$ cat config.mk
export PLATFORM = sky130hd
export DESIGN_NAME = port_map_mc_flat
export DESIGN_NICKNAME = d
export VERILOG_FILES = /design/src/rtl/port_map_mc_pkg.sv /design/src/rtl/port_map_mc_if.sv /design/src/rtl/port_map_src_fsm.sv /design/src/rtl/port_map_mc.sv /design/src/flat_wrapper.sv
export SDC_FILE = /design/constraint.sdc
export NUM_CORES = 1
export LEC_CHECK = 0
export ABC_CLOCK_PERIOD_IN_PS = 10200
export CAP_MARGIN = 20
export CORE_ASPECT_RATIO = 1.25
export CORE_MARGIN = 2
export CORE_UTILIZATION = 40
export DETAILED_ROUTE_END_ITERATION = 12
export GPL_TIMING_DRIVEN = 1
export PLACE_DENSITY = 0.63
export SLEW_MARGIN = 25
export SYNTH_ARGS = -nofsm -noshare
export SYNTH_HDL_FRONTEND = slang
export SYNTH_SLANG_ARGS = --single-unit
$ cat constraint.sdc
create_clock -name clock -period 10.2 [get_ports clock]
set_clock_uncertainty 0.2 [all_clocks]
set_input_delay 2.04 -clock clock [delete_from_list [all_inputs] [get_ports clock]]
set_output_delay 2.04 -clock clock [all_outputs]
set_load 0.01 [all_outputs]
$ cat src/rtl/port_map_mc_pkg.sv
// Shared definitions for the multicast port map: unit geometry, per-source FSM
// states, map-row layout and small bit helpers.
package port_map_mc_pkg;

  localparam int NUM_UNITS         = 16;
  localparam int NUM_BRAMS         = 8;
  localparam int ID_OFFSET_BRAM    = 0;
  localparam int NUM_ELMS          = 8;
  localparam int ID_OFFSET_IFLOGIC = 8;
  localparam int WIDTH_PID         = $clog2(NUM_UNITS);
  localparam int WIDTH_CNT         = $clog2(NUM_UNITS + 1);

  typedef enum logic [1:0] {
    IDLE     = 2'd0,
    ACTIVE   = 2'd1,
    WAIT_ACK = 2'd2
  } state_t;

  typedef struct packed {
    logic [NUM_UNITS-1:0] dst_mask;
    logic [NUM_UNITS-1:0] cmt_mask;
    logic [WIDTH_CNT-1:0] fanout;
  } row_t;

  // One-hot to index; an all-zero input yields 0.
  function automatic logic [WIDTH_PID-1:0] onehot_enc(input logic [NUM_UNITS-1:0] oh);
    logic [WIDTH_PID-1:0] idx;
    idx = '0;
    for (int i = 0; i < NUM_UNITS; i++) begin
      if (oh[i]) idx = idx | WIDTH_PID'(i);
    end
    return idx;
  endfunction

  function automatic logic [WIDTH_CNT-1:0] popcount(input logic [NUM_UNITS-1:0] v);
    logic [WIDTH_CNT-1:0] cnt;
    cnt = '0;
    for (int i = 0; i < NUM_UNITS; i++) begin
      cnt = cnt + {{(WIDTH_CNT-1){1'b0}}, v[i]};
    end
    return cnt;
  endfunction

endpackage

$ cat src/rtl/port_map_mc_if.sv
// Request/response bus between the rename unit (master) and the port map (slave).
interface port_map_mc_if;
  import port_map_mc_pkg::*;

  logic                 I_Req;
  logic [WIDTH_PID-1:0] I_PSrcID;
  logic [WIDTH_PID-1:0] I_PDstID;
  logic                 O_Grant;
  logic                 O_Reject;

  modport master (output I_Req, I_PSrcID, I_PDstID, input O_Grant, O_Reject);
  modport slave  (input I_Req, I_PSrcID, I_PDstID, output O_Grant, O_Reject);
endinterface

$ cat src/rtl/port_map_src_fsm.sv
// One source row of the port map: destination/commit masks, fanout and the
// IDLE/ACTIVE/WAIT_ACK release FSM. Ack watchdog built with PORT_MAP_MC_TIMEOUT_EN.
module port_map_src_fsm
  import port_map_mc_pkg::*;
#(
  parameter int MAX_FANOUT  = 4,
  parameter int TIMEOUT_CYC = 1024
) (
  input  logic                 clock,
  input  logic                 reset,
  input  logic                 grant,
  input  logic [WIDTH_PID-1:0] grant_dst,
  input  logic [NUM_UNITS-1:0] commit,
  input  logic                 ack,
  output logic [NUM_UNITS-1:0] dst_mask,
  output logic                 can_map,
  output logic                 release_req,
  output logic                 timeout
);

  localparam logic [WIDTH_CNT-1:0] FanoutMax = WIDTH_CNT'(MAX_FANOUT);

  if (MAX_FANOUT < 1 || MAX_FANOUT > NUM_UNITS) begin : g_bad_fanout
    $error("port_map_src_fsm: MAX_FANOUT must be within 1..NUM_UNITS");
  end
  if (TIMEOUT_CYC < 1) begin : g_bad_timeout
    $error("port_map_src_fsm: TIMEOUT_CYC must be at least 1");
  end

  state_t               state_q;
  row_t                 row_q;
  logic [NUM_UNITS-1:0] grant_bit;
  logic [NUM_UNITS-1:0] mask_nxt;
  logic [NUM_UNITS-1:0] cmt_nxt;
  logic                 all_cmt;

  always_comb begin
    grant_bit = '0;
    if (grant) grant_bit[grant_dst] = 1'b1;
  end

  // Commits only land on columns already owned; completion is judged on the
  // post-update row so a same-cycle grant keeps the source ACTIVE.
  assign mask_nxt = row_q.dst_mask | grant_bit;
  assign cmt_nxt  = row_q.cmt_mask | (commit & row_q.dst_mask);
  assign all_cmt  = (mask_nxt != '0) && ((cmt_nxt & mask_nxt) == mask_nxt);

  always_ff @(posedge clock) begin
    if (reset || ack) begin
      state_q <= IDLE;
      row_q   <= '0;
    end else begin
      row_q.dst_mask <= mask_nxt;
      row_q.cmt_mask <= cmt_nxt;
      if (grant) row_q.fanout <= row_q.fanout + WIDTH_CNT'(1);
      case (state_q)
        IDLE:    if (grant) state_q <= ACTIVE;
        ACTIVE:  if (all_cmt) state_q <= WAIT_ACK;
        default: state_q <= state_q;
      endcase
    end
  end

  assign dst_mask    = row_q.dst_mask;
  assign can_map     = (state_q != WAIT_ACK) && (row_q.fanout < FanoutMax);
  assign release_req = (state_q == WAIT_ACK);

`ifdef PORT_MAP_MC_TIMEOUT_EN
  localparam int                 TW   = $clog2(TIMEOUT_CYC + 1);
  localparam logic [TW-1:0]      TLim = TW'(TIMEOUT_CYC);
  logic            [TW-1:0]      wd_q;

  // Saturating watchdog: holds at the limit until the row is released.
  always_ff @(posedge clock) begin
    if (reset || ack || state_q != WAIT_ACK) wd_q <= '0;
    else if (wd_q != TLim)                   wd_q <= wd_q + TW'(1);
  end

  assign timeout = (wd_q == TLim);
`else
  assign timeout = 1'b0;
`endif

endmodule

$ cat src/rtl/port_map_mc.sv
// Multicast port map: one source to up to MAX_FANOUT destinations, with conflict
// rejection, per-source commit/release FSMs and occupancy flags. Optional macro
// PORT_MAP_MC_TIMEOUT_EN enables the per-source ack watchdog on O_Timeout.
module port_map_mc
  import port_map_mc_pkg::*;
#(
  parameter int MAX_FANOUT  = 4,
  parameter int TIMEOUT_CYC = 1024
) (
  input  logic                           clock,
  input  logic                           reset,
  port_map_mc_if.slave                   req_if,
  input  logic [NUM_UNITS-1:0]           I_Commit,
  output logic [NUM_UNITS-1:0]           O_Commit,
  input  logic [NUM_UNITS-1:0]           I_Ack,
  output logic [NUM_UNITS-1:0]           O_SrcVld,
  output logic [NUM_UNITS-1:0]           O_DstVld,
  output logic [NUM_UNITS*WIDTH_PID-1:0] O_SrcPort,
  output logic [NUM_UNITS*NUM_UNITS-1:0] O_DstMask,
  output logic [WIDTH_CNT-1:0]           O_NumActive,
  output logic                           O_Empty,
  output logic                           O_Full,
  output logic                           O_Empty_BRAM,
  output logic                           O_Full_BRAM,
  output logic                           O_Empty_IFLogic,
  output logic                           O_Full_IFLogic,
  output logic [NUM_UNITS-1:0]           O_Timeout
);

  logic [NUM_UNITS-1:0][NUM_UNITS-1:0] mask;
  logic [NUM_UNITS-1:0]                can_map;
  logic [NUM_UNITS-1:0]                grant_vec;
  logic [NUM_UNITS-1:0]                bram_cols;
  logic [NUM_UNITS-1:0]                elm_cols;
  logic [NUM_UNITS-1:0]                col;
  logic [WIDTH_PID-1:0]                src;
  logic [WIDTH_PID-1:0]                dst;
  logic [WIDTH_CNT-1:0]                cnt_nxt;
  logic                                accept;
  logic                                grant_q;
  logic                                reject_q;

  assign src = req_if.I_PSrcID;
  assign dst = req_if.I_PDstID;

  always_comb begin
    O_DstVld  = '0;
    bram_cols = '0;
    elm_cols  = '0;
    for (int s = 0; s < NUM_UNITS; s++) begin
      O_DstVld = O_DstVld | mask[s];
      O_SrcVld[s] = |mask[s];
      if (s >= ID_OFFSET_BRAM && s < ID_OFFSET_BRAM + NUM_BRAMS)       bram_cols = bram_cols | mask[s];
      if (s >= ID_OFFSET_IFLOGIC && s < ID_OFFSET_IFLOGIC + NUM_ELMS)  elm_cols  = elm_cols | mask[s];
    end
  end

  // A same-cycle ack on the source wins over the request.
  assign accept = (src != dst) && !O_DstVld[dst] && can_map[src] && !I_Ack[src];

  always_comb begin
    grant_vec = '0;
    if (req_if.I_Req && accept) grant_vec[src] = 1'b1;
  end

  for (genvar s = 0; s < NUM_UNITS; s++) begin : g_src
    port_map_src_fsm #(
      .MAX_FANOUT  (MAX_FANOUT),
      .TIMEOUT_CYC (TIMEOUT_CYC)
    ) u_src_fsm (
      .clock       (clock),
      .reset       (reset),
      .grant       (grant_vec[s]),
      .grant_dst   (dst),
      .commit      (I_Commit),
      .ack         (I_Ack[s]),
      .dst_mask    (mask[s]),
      .can_map     (can_map[s]),
      .release_req (O_Commit[s]),
      .timeout     (O_Timeout[s])
    );
  end

  assign O_DstMask = mask;

  // Each column has at most one owner, so encoding the column gives its source.
  always_comb begin
    O_SrcPort = '0;
    col       = '0;
    for (int d = 0; d < NUM_UNITS; d++) begin
      for (int s = 0; s < NUM_UNITS; s++) col[s] = mask[s][d];
      O_SrcPort[d*WIDTH_PID +: WIDTH_PID] = onehot_enc(col);
    end
  end

  assign cnt_nxt = popcount(O_DstVld);

  always_ff @(posedge clock) begin
    if (reset) begin
      grant_q         <= 1'b0;
      reject_q        <= 1'b0;
      O_NumActive     <= '0;
      O_Empty         <= 1'b1;
      O_Full          <= 1'b0;
      O_Empty_BRAM    <= 1'b1;
      O_Full_BRAM     <= 1'b0;
      O_Empty_IFLogic <= 1'b1;
      O_Full_IFLogic  <= 1'b0;
    end else begin
      grant_q         <= req_if.I_Req && accept;
      reject_q        <= req_if.I_Req && !accept;
      O_NumActive     <= cnt_nxt;
      O_Empty         <= (cnt_nxt == '0);
      O_Full          <= (cnt_nxt == WIDTH_CNT'(NUM_UNITS));
      O_Empty_BRAM    <= (bram_cols == '0);
      O_Full_BRAM     <= &bram_cols;
      O_Empty_IFLogic <= (elm_cols == '0);
      O_Full_IFLogic  <= &elm_cols;
    end
  end

  assign req_if.O_Grant  = grant_q;
  assign req_if.O_Reject = reject_q;

endmodule

$ cat src/flat_wrapper.sv
// flat-port wrapper written by rule: the top's interface ports become plain ports
module port_map_mc_flat import port_map_mc_pkg::*;
#(
  parameter int MAX_FANOUT  = 4,
  parameter int TIMEOUT_CYC = 1024
)
  (clock, reset, I_Commit, O_Commit, I_Ack, O_SrcVld, O_DstVld, O_SrcPort, O_DstMask, O_NumActive, O_Empty, O_Full, O_Empty_BRAM, O_Full_BRAM, O_Empty_IFLogic, O_Full_IFLogic, O_Timeout, req_if_I_Req, req_if_I_PSrcID, req_if_I_PDstID, req_if_O_Grant, req_if_O_Reject);
  port_map_mc_if req_if_i ();
  input  logic clock;
  input  logic reset;
  input  logic [NUM_UNITS-1:0] I_Commit;
  output logic [NUM_UNITS-1:0] O_Commit;
  input  logic [NUM_UNITS-1:0] I_Ack;
  output logic [NUM_UNITS-1:0] O_SrcVld;
  output logic [NUM_UNITS-1:0] O_DstVld;
  output logic [NUM_UNITS*WIDTH_PID-1:0] O_SrcPort;
  output logic [NUM_UNITS*NUM_UNITS-1:0] O_DstMask;
  output logic [WIDTH_CNT-1:0] O_NumActive;
  output logic O_Empty;
  output logic O_Full;
  output logic O_Empty_BRAM;
  output logic O_Full_BRAM;
  output logic O_Empty_IFLogic;
  output logic O_Full_IFLogic;
  output logic [NUM_UNITS-1:0] O_Timeout;
  input wire logic [$bits(req_if_i.I_Req)-1:0] req_if_I_Req;
  input wire logic [$bits(req_if_i.I_PSrcID)-1:0] req_if_I_PSrcID;
  input wire logic [$bits(req_if_i.I_PDstID)-1:0] req_if_I_PDstID;
  output wire logic [$bits(req_if_i.O_Grant)-1:0] req_if_O_Grant;
  output wire logic [$bits(req_if_i.O_Reject)-1:0] req_if_O_Reject;
  assign req_if_i.I_Req = req_if_I_Req;
  assign req_if_i.I_PSrcID = req_if_I_PSrcID;
  assign req_if_i.I_PDstID = req_if_I_PDstID;
  assign req_if_O_Grant = req_if_i.O_Grant;
  assign req_if_O_Reject = req_if_i.O_Reject;
  port_map_mc #(.MAX_FANOUT(MAX_FANOUT), .TIMEOUT_CYC(TIMEOUT_CYC)) u_core (.clock(clock), .reset(reset), .req_if(req_if_i), .I_Commit(I_Commit), .O_Commit(O_Commit), .I_Ack(I_Ack), .O_SrcVld(O_SrcVld), .O_DstVld(O_DstVld), .O_SrcPort(O_SrcPort), .O_DstMask(O_DstMask), .O_NumActive(O_NumActive), .O_Empty(O_Empty), .O_Full(O_Full), .O_Empty_BRAM(O_Empty_BRAM), .O_Full_BRAM(O_Full_BRAM), .O_Empty_IFLogic(O_Empty_IFLogic), .O_Full_IFLogic(O_Full_IFLogic), .O_Timeout(O_Timeout));
endmodule
# Yosys cells after proc, flatten, opt, wreduce, memory -nomap -nowiden
# Cells that the tools add are included.
[totals] regBits=637 in_bits=43 output_inout_bits=397 word_cells=766
[classes] add_sub_neg=31 n_lt_le_gt_ge=20 eq_ne=98 mux=315 bitwise_logic=86 reduce_logical=143
[ops] op="16-bit bitwise OR" n=54
[ops] op="16-bit AND" n=32
[ops] op="4-bit two-way mux" n=128
[ops] op="16-bit two-way mux" n=17
[ops] op="16-bit == test" n=16
[ops] op="16-bit nonzero test" n=16
[ops] op="16-bit OR reduction" n=16
[ops] op="3-bit two-way mux" n=64
[ops] op="2-bit two-way mux" n=64
[ops] op="5-bit by 1-bit adder with 5-bit output, second input constant" n=16
[ops] op="5-bit by 3-bit less-than comparator with 1-bit output, second input constant" n=16
[ops] op="5-bit by 1-bit adder with 5-bit output" n=14
[ops] op="2-bit inequality test, second input constant" n=32
[ops] op="2-bit one-hot mux with 2 select lines" n=16
[ops] op="3-bit AND reduction" n=16
[ops] op="1-bit logical AND" n=39
[ops] op="2-bit by 1-bit == test with 1-bit output, second input constant" n=16
[ops] op="2-bit == test, second input constant" n=16
[ops] op="16-bit zero test" n=2
[ops] op="2-bit zero test" n=16
[ops] op="2-bit by 1-bit inequality test with 1-bit output, second input constant" n=16
[ops] op="16-bit AND reduction" n=2
[ops] op="2-bit nonzero test" n=16
[ops] op="1-bit two-way mux" n=21
[ops] op="10 further kinds" n=32

# Longest topological paths before layout
[depth] ltp_word=31 mapped_depth=18 depth_no_buf=18

# Hierarchy
# From an unflattened synthesis, not the netlist that was laid out.
[unflattened] cells_unflattened=4063 area_unflattened_um2=32519.9
[by_module_without_submodules] mod="port_map_src_fsm" n_inst=16 cells_each=225 area_per_inst_um2=1833.0 seq_area_each_um2=780.7
[by_module_without_submodules] mod="port_map_mc" n_inst=1 cells_each=463 area_per_inst_um2=3191.8 seq_area_each_um2=260.2

# Least setup slack after synthesis
# Ideal clock, no wire load.
[synth_path] kind="input -> register" startpoint="input port req_if_I_PSrcID[0]" endpoint="register u_core.g_src[6].u_src_fsm.state_q[0]" setup_time_ps=125 t_arrival_ps=4795 required_time_ps=9875 path_slack_ps=5079 stages=10 path_buffers=3 cell_sequence="clkbuf_1 mux4_2 a22o_1 a31oi_1 clkbuf_1 nand4_1 a2111oi_1 buf_2 mux2i_1 nor3_1"
[synth_between] elab_chain_len=13 word_cells_on_any_way=25 cone_classes="order compare: 2; eq/ne: 4; mux: 8; bitwise: 2; reduce/logical: 9"
[synth_rtl] element="start: declaration" line="flat_wrapper.sv:27" source="input wire logic [$bits(req_if_i.I_PSrcID)-1:0] req_if_I_PSrcID;"
[synth_rtl] element="parallel branches: the longest is 5 deep, another holds 4-bit by 5-bit less-than comparator with 1-bit output"
[synth_rtl] element="16-bit two-way mux *" line="port_map_mc.sv:63" source="if (req_if.I_Req && accept) grant_vec[src] = 1'b1;"
[synth_rtl] element="16-bit two-way mux" line="port_map_src_fsm.sv:39" source="if (grant) grant_bit[grant_dst] = 1'b1;"
[synth_rtl] element="16-bit bitwise OR" line="port_map_src_fsm.sv:44" source="assign mask_nxt = row_q.dst_mask | grant_bit;"
[synth_rtl] element="16-bit AND" line="port_map_src_fsm.sv:46" source="assign all_cmt = (mask_nxt != '0) && ((cmt_nxt & mask_nxt) == mask_nxt);"
[synth_rtl] element="16-bit == test" line="port_map_src_fsm.sv:46"
[synth_rtl] element="1-bit logical AND" line="port_map_src_fsm.sv:46"
[synth_rtl] element="2-bit inequality test (no source line)"
[synth_rtl] element="3-bit AND reduction (no source line) *"
[synth_rtl] element="end signal: assignment" line="port_map_src_fsm.sv:59" source="default: state_q <= state_q;"
[synth_rtl] element="end: declaration" line="port_map_src_fsm.sv:30" source="state_t state_q;"
# Mark *: on every way between the ends. The select of a mux whose other input is x is not followed.
# A chain may end at the register's enable or synchronous reset.

# Worst setup path in the final report
[layout_path] startpoint="register, netlist name u_core.g_src[14].u_src_fsm.dst_mask[4]" endpoint="register u_core.O_Empty"
[layout_between] elab_chain_len=15
[layout_rtl] element="16-bit bitwise OR (2 in a row)" line="port_map_mc.sv:51" source="O_DstVld = O_DstVld | mask[s];"
[layout_rtl] element="5-bit by 1-bit adder with 5-bit output (12 in a row)" line="port_map_mc_pkg.sv:39" source="cnt = cnt + {{(WIDTH_CNT-1){1'b0}}, v[i]};"
[layout_rtl] element="5-bit zero test" line="port_map_mc.sv:113" source="O_Empty <= (cnt_nxt == '0);"
[layout_rtl] element="end signal: assignment" line="port_map_mc.sv:113"
[layout_rtl] element="end: declaration" line="port_map_mc.sv:21" source="output logic O_Empty,"
# No other way between the ends.

==> reports/results.txt <==
Std cell rows - 111
Synthesized area - 29600 µm²
WHS Path Cells - 1
Max VDD drop - 0.000122 V
CP max stage cell - nor4_2
Sink Count - 637
GPL Wtd Cong - 1.04
H-tree depth - 3
Clock root cell - clkbuf_16
I/O Buffers - 423
Worst-path clk slew - 0.07 ns
Status - finished clean
Latest clock arrival within the worst-skew pair - 0.63 ns
Area share of the largest cell type after synthesis - 43.0%
Detailed Route Iter0 Violations - 4863
Crit. Startpoint - u_core.g_src[14].u_src_fsm.dst_mask[4]
Met2 Usage GRT - 62.5%
Achievable frequency - 161 MHz
Worst-path cell chain - nor4_2, nand2_1, nor2_1, fa_1, fa_1, fa_1, fa_1, inv_1, fa_1, fa_1, xnor2_1, and3_1, nor2_1, nor2_1
Flops & latches, synth - 637
Die height - 308 µm
Utilization after layout - 48.6%
Post-synthesis cell type count - 74
Hold bufs inserted after CTS - 0
Area leader, netlist - dfxtp_1
Core Area - 73300 µm²
Area growth from synthesis to layout - 20.1%
Startpoint Class - register
GRT Overall Usage - 41.5%
GR Layer Usage met1 - 46.2%
Cell area power density - 150 nW/µm²
Synthesized area per cell - 8.12 µm²
Largest stage delay, worst path - 0.91 ns
Routed Antenna Nets - 0
Layout cells sized above 1 - 8.74%
Gate Count Post-Synth - 3651
Number of setup violations in the final report - 0
Post-CTS Resized - 0
CP max FO - 7
Vias in the first global route - 28100
IO Count - 440
Crit path time final - 6.23 ns
Count leader, synth - nor2_1
Synth area leaders - dfxtp_1 (43%), nor2_1 (11%), a21oi_1 (9.2%), buf_4 (7.5%), nor4_1 (4.2%)
Critical Path Most Common Cell - fa_1
Fill cells - 7290
CTS max path bufs - 3
Worst-Margin Slew - 1.30 ns
Pin count of the biggest net entering global routing - 44
GR peak layer - met2
Drt total wl - 163 mm
Slew headroom - 12.7%
Synth cell count leaders - nor2_1 (842), dfxtp_1 (637), a21oi_1 (546)
Final setup TNS - 0 ns
Final Hold Fails - 0
Number of synthesized flops with an enable pin - 0
Reg2reg start - u_core.g_src[14].u_src_fsm.dst_mask[4]
GR Util met3 - 11.7%
Initial cell density of the core - 40.4%
Leakage Power - 0.0129 µW
Required @ worst endpoint - 10.56 ns
Final #Nets - 3857
RSZ-0062 raised after global routing - false
Critical Path AT - 6.59 ns
Register area - 12800 µm²
Reg2Reg Depth - 14
TritonCTS Buffers - 66
Synth Warn # - 0
Post-synthesis sequential area ratio - 43.0%
Crit Path Class - register to register
Final worst-path cycle share - 61.1%
Remaining DRCs - 0
Avg WL per Cell - 33.9 µm
Worst reg-to-reg setup slack - 3.97 ns
First-pass GRT wire length - 219 mm
Place WS - 3.54 ns
Via/cell ratio - 6.44
Synth Flop Type - dfxtp_1
Worst setup EP type - register
Crit path to - u_core.O_Empty
Initial antenna violation count - 11
Area of the multi-input gates - 14000 µm²
Worst Hold Class - register to register
Post-route setup slack - 3.97 ns
CTS tree - done
DIE WIDTH - 247 µm
Die area - 76300 µm²
Post-CTS Setup Inserts - 0
Async set-reset flop share out of synthesis - 0%
Final-report max-slew violation count - 0
Grt ovf - 0
DR pass1 iterations - 7
Routed vias - 30900
DP HPWL - 116 mm
Capturing point of the worst reg2reg path - u_core.O_Empty
Max Cap Viol - 0
-- cells in the final DEF, fill, tap and decap left out, types with 12 or more instances in the layout --
cell	Yosys	routed
nand4_1	81	81
clkdlybuf4s50_1	0	422
clkbuf_16	0	67
xnor2_1	17	17
nor4_1	200	195
conb_1	1	16
nor3_1	32	32
clkinv_2	0	12
a22o_1	18	17
buf_4	298	136
or2_2	17	17
mux2i_1	23	23
a211oi_1	12	12
nand3_1	20	20
and2_1	55	55
inv_1	41	41
a21oi_1	546	546
nor3b_1	41	41
nor2b_1	25	25
a2111oi_4	8	15
a22oi_1	154	154
nor2_1	842	842
nand2_1	153	153
ha_1	21	21
dfxtp_1	637	637
-- flip-flops by register name, indices dropped and copies added (netlist names), 5 cells and up --
name                             count
u_core.g_src.u_src_fsm.row_q       336
u_core.g_src.u_src_fsm.state_q      32
u_core.O_NumActive                   5
u_core.g_src.u_src_fsm.dst_mask    256
-- where the power goes --
part	internal, µW	leakage [µW]	switching [µW]
Sequential	2490	0.00513	1.85
Clock	1430	0.00108	1100
Combinational	87.9	0.00672	252
Total	4000	0.0129	1350
-- worst max-delay path, delay by kind of cell (launching register included) --
| family | cells | cell delay (ns) |
|---|---|---|
| simple gates | 6 | 2.35 |
| buf+inv | 1 | 0.05 |
| fa+ha+maj | 6 | 2.85 |
| flops | 1 | 0.50 |
| xor+xnor | 1 | 0.20 |
-- metal layers --
layer	wire length, µm	part of all wire (%)
met1	54300	33
met2	69700	43
met3	19200	12
met4	19500	12
met5	17	0.010
-- worst min-delay path by stage --
stage                                                   from                                  to  slack, ns
after floorplan           u_core.g_src[0].u_src_fsm.row_q[4]  u_core.g_src[0].u_src_fsm.row_q[4]       0.22
after global placement    u_core.g_src[2].u_src_fsm.row_q[3]  u_core.g_src[2].u_src_fsm.row_q[3]       0.24
after detailed placement  u_core.g_src[5].u_src_fsm.row_q[3]  u_core.g_src[5].u_src_fsm.row_q[3]       0.24
after CTS                 u_core.g_src[4].u_src_fsm.row_q[4]  u_core.g_src[4].u_src_fsm.row_q[4]       0.26
after global routing      u_core.g_src[9].u_src_fsm.row_q[4]  u_core.g_src[9].u_src_fsm.row_q[4]       0.27
final                     u_core.g_src[4].u_src_fsm.row_q[4]  u_core.g_src[4].u_src_fsm.row_q[4]       0.25
-- cell families after synthesis --
kind of cell | count (synthesis) | synth area share, %
buffers and inverters | 553 | 10.9
other | 1 | 0.0127
AO/OA/AOI/OAI | 849 | 18.1
XOR/XNOR | 22 | 0.650
flip-flops | 637 | 43.0
multiplexers | 36 | 1.50
adder cells (fa/ha/maj) | 31 | 1.56
AND/OR/NAND/NOR | 1522 | 24.2
-- layout make-up --
class / count / area share (%)
Multi-Input combinational cell: 2476 / 39.3
Sequential cell: 637 / 35.8
Timing Repair Buffer: 560 / 14.8
Clock buffer: 88 / 5.24
Tap cell: 960 / 3.37
Clock inverter: 31 / 0.963
Inverter: 42 / 0.443
Antenna cell: 10 / 0.0703
-- per-stage QoR --
| stage | std cells | instance area [µm²] | power (µW) | hold WS, ns |
|---|---|---|---|---|
| final | 4804 | 35600 | 5360 | 0.248 |
| after CTS | 4791 | 35500 | 5330 | 0.255 |
| after global routing | 4795 | 35600 | 5450 | 0.268 |
| after floorplan | 3666 | 29700 | 2730 | 0.221 |
| after global placement | 4671 | 33300 | 2870 | 0.236 |
| after detailed placement | 4672 | 33300 | 2870 | 0.236 |
(Power assumes the default switching activity.)
